## src/rtl/svn_seg_scan.sv

```systemverilog
// Multiplexed common-anode 7-segment scan controller with shadowed value load.
// Define SVN_SEG_SCAN_LZB_EN to enable leading-zero blanking.
module svn_seg_scan #(
  parameter int NDIG      = 4,
  parameter int PRESCALE  = 50000,
  parameter int BLANK_CYC = 2
) (
  input  logic              CLK,
  input  logic              RST_N,
  input  logic [4*NDIG-1:0] VALUE_IN,
  input  logic              VALUE_VLD,
  output logic              VALUE_RDY,
  output logic [3:0]        D,
  output logic [NDIG-1:0]   DIG,
  output logic              FRAME
);

  localparam int CW = $clog2(PRESCALE);
  localparam int IW = $clog2(NDIG);

  typedef enum logic {IDLE, SCAN} state_t;

  state_t            r_state;
  logic [CW-1:0]     r_cnt;
  logic [IW-1:0]     r_idx;
  logic [4*NDIG-1:0] r_active;
  logic [4*NDIG-1:0] r_shadow;
  logic              r_pend;
  logic              r_rdy;
  logic [3:0]        r_d;
  logic [NDIG-1:0]   r_dig;
  logic              r_frame;

  logic              w_acc;
  logic [3:0]        w_nib;
  logic              w_cwrap;
  logic              w_iwrap;
  logic              w_lit;
`ifdef SVN_SEG_SCAN_LZB_EN
  logic [IW-1:0]     w_msd;
`endif

  always_comb begin
    w_nib = 4'h0;
    for (int k = 0; k < NDIG; k++)
      if (r_idx == IW'(k))
        w_nib = r_active[k*4 +: 4];
  end

`ifdef SVN_SEG_SCAN_LZB_EN
  // Highest nonzero digit; digit 0 when the value is all zero
  always_comb begin
    w_msd = '0;
    for (int k = 1; k < NDIG; k++)
      if (r_active[k*4 +: 4] != 4'h0)
        w_msd = IW'(k);
  end
`endif

  always_comb begin
    w_acc   = VALUE_VLD & r_rdy;
    w_cwrap = (r_cnt == CW'(PRESCALE - 1));
    w_iwrap = (r_idx == IW'(NDIG - 1));
    w_lit   = (w_nib <= 4'd9) &&
              (r_cnt >= CW'(BLANK_CYC));
`ifdef SVN_SEG_SCAN_LZB_EN
    w_lit   = w_lit && (r_idx <= w_msd);
`endif
  end

  always_ff @(posedge CLK or negedge RST_N) begin
    if (!RST_N) begin
      r_state  <= IDLE;
      r_cnt    <= '0;
      r_idx    <= '0;
      r_active <= '0;
      r_shadow <= '0;
      r_pend   <= 1'b0;
      r_rdy    <= 1'b1;
      r_d      <= 4'h0;
      r_dig    <= '1;
      r_frame  <= 1'b0;
    end else begin
      r_frame <= 1'b0;
      // Low while pending and for the cycle after the transfer
      r_rdy   <= w_acc ? 1'b0 : !r_pend;
      if (w_acc) begin
        r_shadow <= VALUE_IN;
        r_pend   <= 1'b1;
      end
      unique case (r_state)
        IDLE: begin
          r_d   <= 4'h0;
          r_dig <= '1;
          if (r_pend) begin
            r_active <= r_shadow;
            r_pend   <= 1'b0;
            r_cnt    <= '0;
            r_idx    <= '0;
            r_state  <= SCAN;
          end
        end
        SCAN: begin
          if (r_cnt == '0) begin
            r_d     <= w_nib;
            r_frame <= (r_idx == '0);
          end
          r_dig <= w_lit ? ~(NDIG'(1) << r_idx) : '1;
          if (w_cwrap) begin
            r_cnt <= '0;
            if (w_iwrap) begin
              r_idx <= '0;
              if (r_pend) begin
                r_active <= r_shadow;
                r_pend   <= 1'b0;
              end
            end else begin
              r_idx <= r_idx + IW'(1);
            end
          end else begin
            r_cnt <= r_cnt + CW'(1);
          end
        end
      endcase
    end
  end

  assign VALUE_RDY = r_rdy;
  assign D         = r_d;
  assign DIG       = r_dig;
  assign FRAME     = r_frame;

endmodule

```

## config.mk

```make
export PLATFORM = sky130hd
export DESIGN_NAME = svn_seg_scan
export DESIGN_NICKNAME = d
export VERILOG_FILES = /design/src/rtl/svn_seg_scan.sv
export SDC_FILE = /design/constraint.sdc
export NUM_CORES = 1
export LEC_CHECK = 0
export CORE_MARGIN = 4
export CORE_UTILIZATION = 57
export CTS_CLUSTER_SIZE = 14
export DETAILED_ROUTE_END_ITERATION = 16
export PLACE_DENSITY = 0.82
export SYNTH_ARGS = -nofsm -noshare
export SYNTH_HDL_FRONTEND = slang
export SYNTH_SLANG_ARGS = --single-unit
```

## constraint.sdc

```tcl
create_clock -name CLK -period 2.3 [get_ports CLK]
set_input_delay 0.46 -clock CLK [delete_from_list [all_inputs] [get_ports CLK]]
set_output_delay 0.46 -clock CLK [all_outputs]
set_load 0.02 [all_outputs]
```

==> impl_metrics.ini, run 1 <==
[timing]
max_freq_mhz = 485
hold_viol = 0
fin_crit_sh = 0.897
clock-skew-final_ps = 8.75
rsz0062_at_grt = false
relSlewSlack = 0.593
drv_slew = 0
worst_slack_ps = 238
min_period_ps = 2060
worst_pin_slew_ps = 604
setup_viol = 0
setup_tns_ps = 0

[setup_path]
regToRegSetupSlack_ps = 240
crit_slowest_cell = dfrtp_1
cpLargestDelayFamily = simple AND/OR/NAND/NOR gates
cp_slowest_stage_delay_ps = 430
reg2reg_depth = 6
cp.arrival_ps = 2290
cp_cell_sequence = ha_1 > and3_1 > and2_4 > a41oi_4 > buf_12 > mux2_2
r2r_end = r_active[1]
cp-start-kind = register
crit_buf_inv = 1
crit_path_end_kind = register
reg2reg_from = r_cnt[0]
cp_max_fo = 17
cp.required_ps = 2520
worstSetupPathType = register to register

[synth]
synth-adder-area-share = 0.0292
syn_area_um2 = 3000
syn_area_per_cell_um2 = 11.5
syn_inst = 260
ys_warn_count = 0
synth_nets = 286
synth.distinct_cells = 49
synth_ff_type = dfrtp_1
yosys.area_share.xor_xnor = 0.00583
synthDominantCellAreaShare = 0.475
synth_top_area_cell = dfrtp_1
synth-simple-area-share = 0.155
synth_edf_count = 0
synth_seq_area_share = 0.519
synthMuxAreaShare = 0.135
async_flop_share = 1.00
ys_ff_latch = 62
synth_top_family_by_area = simple AND/OR/NAND/NOR gates
synthTopCellsByArea = dfrtp_1, mux2_2, mux2_4, dfstp_2, nand2_1
synth-compound-area-share = 0.130

[clocking]
ctsLongestPathBuffers = 2
clk_pin_slew_worst_paths_ps = 80
ctsHoldBuffers = 0
htree_levels = 3
cts_tree = done
numCtsBuffers = 9
cts_setup_buffers = 0
root_buffer = clkbuf_8
cts_resized = 0
clk_latency_ps = 340
cts_sinks = 62

[die]
die_height_um = 80.6
die_w_um = 80.6
num_io_pins = 29
die-area_um2 = 6490
core_region_area_um2 = 5110
std_cell_rows = 26
start_util = 0.588

[routing]
finalWirelength_um = 6160
wl_per_cell_um = 16.5
drt-initial-drc-count = 274
dr.pass1.iters = 5
via_count = 2242
drc = 0
vias_per_cell = 5.99
postRouteAntennaNets = 0

[place]
placed_area_um2 = 3410
portBuffers = 28
pre_cts_slack_ps = 266
dp_hpwl_um = 4350
place.gp.congestion = 0.915

[global_routing]
first_global_vias = 2221
antenna_found_initial = 0
overflow = 0
grt_pass1_wl_um = 10700
grt_max_degree = 30
grt_usage = 0.219

[power_and_ir_drop]
p_leak_nw = 1.56
power_mw = 3.46
ir_worst_vdd_uv = 685
power.density_nw_per_um2 = 950

[flow_run]
max_cap_violations = 0

[final_layout]
layout-drive-gt1-share = 0.224
area_growth_pct = 21.2
nets = 325
final_area_um2 = 3640
final_common_cell = dfrtp_1
final_cell_mix = dfrtp_1, nand2_1, clkdlybuf4s50_1
insertedDiodeCount = 0

[min_path]
hold_path.class = input port to async pin

[status]
status = finished, final reports clean
## cell families after synthesis
family          after synthesis
xor+xnor                      2
buf+inv                      18
compound gates               52
flops                        62
mux                          33
simple gates                 86
fa+ha+maj                     7
## cell usage after synthesis (2+ instances only)
cell,instances
dfrtp_1,57
nand2_1,27
mux2_2,23
o21ai_0,12
inv_1,9
mux2_4,9
nand3_1,9
nor2_1,8
ha_1,7
clkbuf_1,6
nand4_1,6
nor2b_1,6
o211ai_1,6
and3_1,5
dfstp_2,5
nor3_1,5
a21oi_1,4
and2_1,4
nor4_1,4
a22oi_1,3
and4_1,3
o2111ai_1,3
o31ai_1,3
a221o_1,2
a22o_1,2
a31oi_1,2
a32o_1,2
a41oi_1,2
buf_2,2
nand3b_1,2
o311ai_0,2
or4_1,2
xor2_1,2
## per-stage QoR
| stage | hold slack, ps | util | instances |
|---|---|---|---|
| after floorplan | 164 | - | 260 |
| after global placement | 450 | 0.669 | 358 |
| after detailed placement | 455 | 0.669 | 358 |
| after CTS | 79.6 | 0.713 | 374 |
| after global routing | 94.8 | 0.713 | 374 |
| final | 74.9 | 0.713 | 374 |
## report_power, final
group / total [mW] / internal [mW] / switching, mW
Sequential: 1.61 / 1.40 / 0.214
Clock: 1.09 / 0.625 / 0.470
Combinational: 0.756 / 0.426 / 0.330
Total: 3.46 / 2.45 / 1.01
## flip-flops by register name, summed over array words and instances (netlist names), 2 cells and up
register	count
r_cnt	16
D	4
r_idx	2
DIG	4
r_active	16
r_shadow	16
## layer usage
metal | share of wire | track usage | vias to the layer above
li1 | - | - | 1055
met1 | 0.43 | 0.277 | 1077
met2 | 0.48 | 0.350 | 92
met3 | 0.062 | 0.0504 | 18
met4 | 0.029 | 0.113 | 0
met5 | 0 | 0 | -
## final cells by class
class	instances	area, um^2
flip-flops and latches	62	1560
fillers	380	1470
multi-input cells	180	1370
repair buffers	37	368
clock buffers	9	124
clock inverters	7	103
well taps	70	87.6
inverters	9	33.8
## how the worst max path moves through the flow
stage / start / to / slack (ps) / cells after the start
2_1_floorplan: r_cnt[1] / r_active[10] / 230 / 7
3_3_place_gp: r_cnt[0] / r_active[1] / 310 / 6
3_5_place_dp: r_cnt[0] / r_active[6] / 270 / 6
4_1_cts: r_cnt[0] / r_active[1] / 240 / 6
5_1_grt: r_cnt[0] / r_active[4] / 150 / 6
6_report: r_cnt[0] / r_active[1] / 240 / 6
Power figures use the tool's default switching activity.
==> inputs of run 2 (changes only) <==
CAP_MARGIN = 20   (was unset)
SLEW_MARGIN = 10   (was unset)
==> results of run 2 <==
Final layout, timing and power as in run 1 (identical DEF).
==> inputs of run 3 (changes only) <==
CAP_MARGIN = unset   (was 20)
==> results of run 3 <==
Final layout, timing and power as in run 1 (identical DEF).
